### config.mk
export PLATFORM = sky130hd
export DESIGN_NAME = _serializer32
export DESIGN_NICKNAME = d
export VERILOG_FILES = /design/src/rtl/_serializer32.sv
export SDC_FILE = /design/constraint.sdc
export NUM_CORES = 1
export LEC_CHECK = 0
export ABC_AREA = 1
export ABC_CLOCK_PERIOD_IN_PS = 3400
export CAP_MARGIN = 20
export CORE_ASPECT_RATIO = 0.5
export CORE_MARGIN = 2
export CORE_UTILIZATION = 55
export CTS_CLUSTER_DIAMETER = 40
export DETAILED_ROUTE_END_ITERATION = 10
export DONT_BUFFER_PORTS = 1
export HOLD_SLACK_MARGIN = 0.15
export PLACE_DENSITY = 0.77
export SLEW_MARGIN = 40
export SYNTH_ARGS = -nofsm -noshare
export SYNTH_HDL_FRONTEND = slang
export SYNTH_SLANG_ARGS = --single-unit
### constraint.sdc
create_clock -name clk -period 3.4 [get_ports clk]
set_input_delay 0.51 -clock clk [delete_from_list [all_inputs] [get_ports clk]]
set_output_delay 0.51 -clock clk [all_outputs]
set_load 0.01 [all_outputs]
### src/rtl/_serializer32.sv
// Parallel-in/serial-out transmitter for 32-bit words. A one-word holding
// buffer lets the next word be queued while the current one shifts out.
module _serializer32 #(
   parameter bit MSB_FIRST = 1'b1
) (
   input  logic        clk,
   input  logic        reset,
   input  logic        in_valid,
   input  logic [31:0] in_data,
   output logic        in_ready,
   output logic        ser_valid,
   output logic        ser_out,
   output logic        ser_last,
   input  logic        ser_ready,
   output logic        busy,
   output logic        o_dbg_state
);

   typedef enum logic {
      S_IDLE  = 1'b0,
      S_SHIFT = 1'b1
   } state_t;

   state_t      r_state, w_state_nxt;
   logic [31:0] r_shreg, w_shreg_nxt;
   logic [31:0] r_hold, w_hold_nxt;
   logic [4:0]  r_cnt, w_cnt_nxt;
   logic        r_hold_full, w_hold_full_nxt;

   logic        w_in_xfer;
   logic        w_out_xfer;
   logic        w_out_bit;
   logic [31:0] w_shifted;

   // Valid/ready: a transfer occurs on the rising edge where valid and ready
   // are both high; valid/data must stay stable until then, and ready never
   // depends combinationally on valid.
   assign w_in_xfer  = in_valid & ~r_hold_full;
   assign w_out_xfer = (r_state == S_SHIFT) & ser_ready;
   assign w_out_bit  = MSB_FIRST ? r_shreg[31] : r_shreg[0];
   assign w_shifted  = MSB_FIRST ? {r_shreg[30:0], 1'b0} : {1'b0, r_shreg[31:1]};

   assign in_ready    = ~r_hold_full;
   assign ser_valid   = (r_state == S_SHIFT);
   assign ser_out     = (r_state == S_SHIFT) & w_out_bit;
   assign ser_last    = (r_state == S_SHIFT) & (r_cnt == 5'd31);
   assign busy        = (r_state == S_SHIFT) | r_hold_full;
   assign o_dbg_state = r_state;

   always_ff @(posedge clk or posedge reset) begin
      if (reset) begin
         r_state     <= S_IDLE;
         r_shreg     <= 32'd0;
         r_hold      <= 32'd0;
         r_cnt       <= 5'd0;
         r_hold_full <= 1'b0;
      end else begin
         r_state     <= w_state_nxt;
         r_shreg     <= w_shreg_nxt;
         r_hold      <= w_hold_nxt;
         r_cnt       <= w_cnt_nxt;
         r_hold_full <= w_hold_full_nxt;
      end
   end

   always_comb begin
      w_state_nxt     = r_state;
      w_shreg_nxt     = r_shreg;
      w_hold_nxt      = r_hold;
      w_cnt_nxt       = r_cnt;
      w_hold_full_nxt = r_hold_full;
      case (r_state)
         S_IDLE: begin
            if (w_in_xfer) begin
               w_shreg_nxt = in_data;
               w_cnt_nxt   = 5'd0;
               w_state_nxt = S_SHIFT;
            end
         end
         S_SHIFT: begin
            if (w_out_xfer && (r_cnt == 5'd31)) begin
               // End of word: reload from hold first, else take a bypassing input.
               if (r_hold_full) begin
                  w_shreg_nxt     = r_hold;
                  w_hold_full_nxt = 1'b0;
                  w_cnt_nxt       = 5'd0;
               end else if (w_in_xfer) begin
                  w_shreg_nxt = in_data;
                  w_cnt_nxt   = 5'd0;
               end else begin
                  w_state_nxt = S_IDLE;
               end
            end else begin
               if (w_out_xfer) begin
                  w_shreg_nxt = w_shifted;
                  w_cnt_nxt   = r_cnt + 5'd1;
               end
               if (w_in_xfer) begin
                  w_hold_nxt      = in_data;
                  w_hold_full_nxt = 1'b1;
               end
            end
         end
         default: w_state_nxt = S_IDLE;
      endcase
   end

endmodule

==> results.py <==
metrics = {
    "power": {
        "power_mw": 3.19,
        "ir_drop_mv": 0.405,
        "p_per_area_nw_per_um2": 787,
        "total_leakage_power_nw": 2.01,
    },
    "setup_path": {
        "reg2reg_from": "r_cnt[0]$_DFFE_PP0P_",
        "reg2reg_slack_ps": 920,
        "startpoint_type": "flop",
        "rr_worst_depth": 8,
        "critPathTopFamily": "simple AND/OR/NAND/NOR gates",
        "r2r_end": "r_hold[27]$_DFFE_PP0P_",
        "worst-path-buf-inv": 0,
        "crit_fanout": 54,
        "crit_arrival_ps": 2690,
        "cp_cell_sequence": "ha_1, nand2_1, nor2_1, ha_1, a21oi_4, nand2_4, nand2_1, o21ai_1",
        "cp_slowest_cell": "a21oi_4",
        "cp.required_ps": 3600,
        "crit_type": "flop to flop",
        "critPathCaptureType": "flop",
        "critPathMaxStageDelay_ps": 580,
    },
    "clocking": {
        "path_clk_slew_ps": 60,
        "insertion_delay_ps": 340,
        "clockBufferDepth": 2,
        "cts_resized": 0,
        "cts_buffers": 9,
        "cts.sinks": 71,
        "cts_hold_buffers": 0,
        "cts.htree.levels": 3,
        "clockRootBuffer": "clkbuf_16",
        "cts_tree": "yes",
        "postCtsSetupBuffers": 0,
    },
    "yosys": {
        "yosysUniqueCellTypes": 25,
        "ys_seq_area_frac": 0.465,
        "synth_flop_cell": "dfrtp_1",
        "syn_area_um2": 3820,
        "synthArstFlopShare": 1.00,
        "synth_top_area_cell": "dfrtp_1",
        "ys_ff_latch": 71,
        "yosys-top-cells-area": "dfrtp_1 47%, nand2_1 15%, inv_1 5.5%",
        "syn-num-nets": 545,
        "yosys_warnings": 0,
        "synth-edff-count": 0,
        "syn_inst": 507,
        "synth.avg_cell_area_um2": 7.53,
        "synth_top_area_frac": 0.465,
    },
    "sta": {
        "period_minus_slack_ps": 2480,
        "hold_violations": 0,
        "tns_ps": 0,
        "skew_ps": 6.86,
        "fmax_mhz": 403,
        "whs_ps": 201,
        "fin_crit_sh": 0.731,
        "worstMarginPinSlew_ps": 666,
        "setup_violations": 0,
        "rsz0062_at_grt": "false",
        "final-max-slew-violation-count": 0,
        "relSlewSlack": 0.555,
    },
    "routing": {
        "drc": 0,
        "wl_um": 8250,
        "wire_per_inst_um": 14.0,
        "vias_per_cell": 5.34,
        "drt-pass1-iter-count": 5,
        "ant_nets": 0,
        "drt_iter0_drc": 252,
        "dr_total_vias": 3150,
    },
    "layout": {
        "layout.nets": 531,
        "instances_no_fill": 590,
        "area_delta_synth_final_pct": 5.96,
        "layout_common_cells": "148 x nand2_1, 71 x dfrtp_1, 55 x inv_1",
        "insertedDiodeCount": 0,
        "drive_gt1_frac": 0.0683,
        "final_common_cell": "nand2_1",
        "multi_input_area_um2": 1600,
        "ff_latch_area_um2": 1780,
        "fillers": 618,
    },
    "global_routing": {
        "top_usage_layer": "met2",
        "gr-usage-met3": 0.0712,
        "grt_pass1_wl_um": 14700,
        "grt_use_met2": 0.385,
        "track_usage": 0.243,
        "grt.met1_usage": 0.320,
        "gr-total-overflow": 0,
        "grt_antenna_before_repair": 0,
        "grt_max_degree": 72,
        "grt_pass1_vias": 3181,
    },
    "place": {
        "place_inst": 574,
        "dp_hpwl_um": 5190,
        "io_buffers": 0,
        "gp_congestion": 0.830,
    },
    "outcome": {
        "outcome": "complete, no violations",
    },
    "die": {
        "core_area_um2": 6700,
        "pin_count": 42,
        "die_height_um": 62.9,
        "rows": 21,
        "die-width_um": 122,
        "dieArea_um2": 7670,
        "start_util": 0.570,
    },
    "worst_hold_path": {
        "hp-class": "input port to asynchronous set/reset pin",
    },
    "flow_run": {
        "timing.max_cap.violations": 0,
    },
}
## logic make-up (layout without fill, tap and decap cells)
| group | Yosys count | after routing | synth area share |
|---|---|---|---|
| AND/OR/NAND/NOR | 240 | 240 | 0.260 |
| AO/OA/AOI/OAI | 105 | 105 | 0.151 |
| buffers and inverters | 89 | 80 | 0.117 |
| flip-flops | 71 | 71 | 0.465 |
| adder cells (fa/ha/maj) | 2 | 2 | 0.00655 |
## flip-flops by register name, indices dropped and copies added (netlist names)
signal       cells
r_hold_full      1
r_hold          32
r_cnt            5
o_dbg_state      1
r_shreg         32
## report_power, final
part           total, mW  switching (mW)  internal, mW  leakage, nW
Sequential          1.42           0.226          1.19        0.880
Combinational      0.826           0.497         0.329        0.980
Clock              0.943           0.356         0.588        0.149
Total               3.19            1.08          2.11         2.01
## how the worst max path moves through the flow
stage	to	from	cells after the start
global placement	r_hold[26]$_DFFE_PP0P_	r_cnt[0]$_DFFE_PP0P_	8
detailed placement	r_hold[15]$_DFFE_PP0P_	r_cnt[0]$_DFFE_PP0P_	8
CTS	r_hold[9]$_DFFE_PP0P_	r_cnt[0]$_DFFE_PP0P_	8
floorplan	o_dbg_state$_DFF_PP0_	reset	1
finish	r_hold[27]$_DFFE_PP0P_	r_cnt[0]$_DFFE_PP0P_	8
global route	r_hold[25]$_DFFE_PP0P_	r_cnt[0]$_DFFE_PP0P_	8
## area by class of cell
class,instances,area share
Sequential cell,71,0.439
Tap cell,92,0.0284
Clock buffer,11,0.0600
Timing Repair Buffer,2,0.00464
Clock inverter,5,0.0142
Multi-Input combinational cell,347,0.395
Inverter,62,0.0581
## metrics by stage
stage	cell area, um^2	util	setup WS, ps
2_1_floorplan	3820	-	1090
3_3_place_gp	3740	0.558	1020
3_5_place_dp	3740	0.558	933
4_1_cts	4040	0.603	917
5_1_grt	4050	0.604	745
6_report	4050	0.604	916
## per-layer routing
layer  wire length, um  part of all wire  vias up
li1                  -                 -     1579
met1              3810              0.46     1482
met2              3910              0.47       75
met3               413             0.050       14
met4               116             0.014        0
met5                 0                 0        -
## Yosys cell counts, types with 3 or more instances
library cell,number
a21oi_1,21
buf_2,9
buf_4,4
buf_6,11
dfrtp_1,71
inv_1,56
inv_2,5
nand2_1,148
nand2_2,3
nand3_1,29
nor2_1,52
nor2_4,3
o211ai_1,14
o21ai_0,40
o21ai_1,27
No activity file was read; power rests on OpenSTA's default activity.
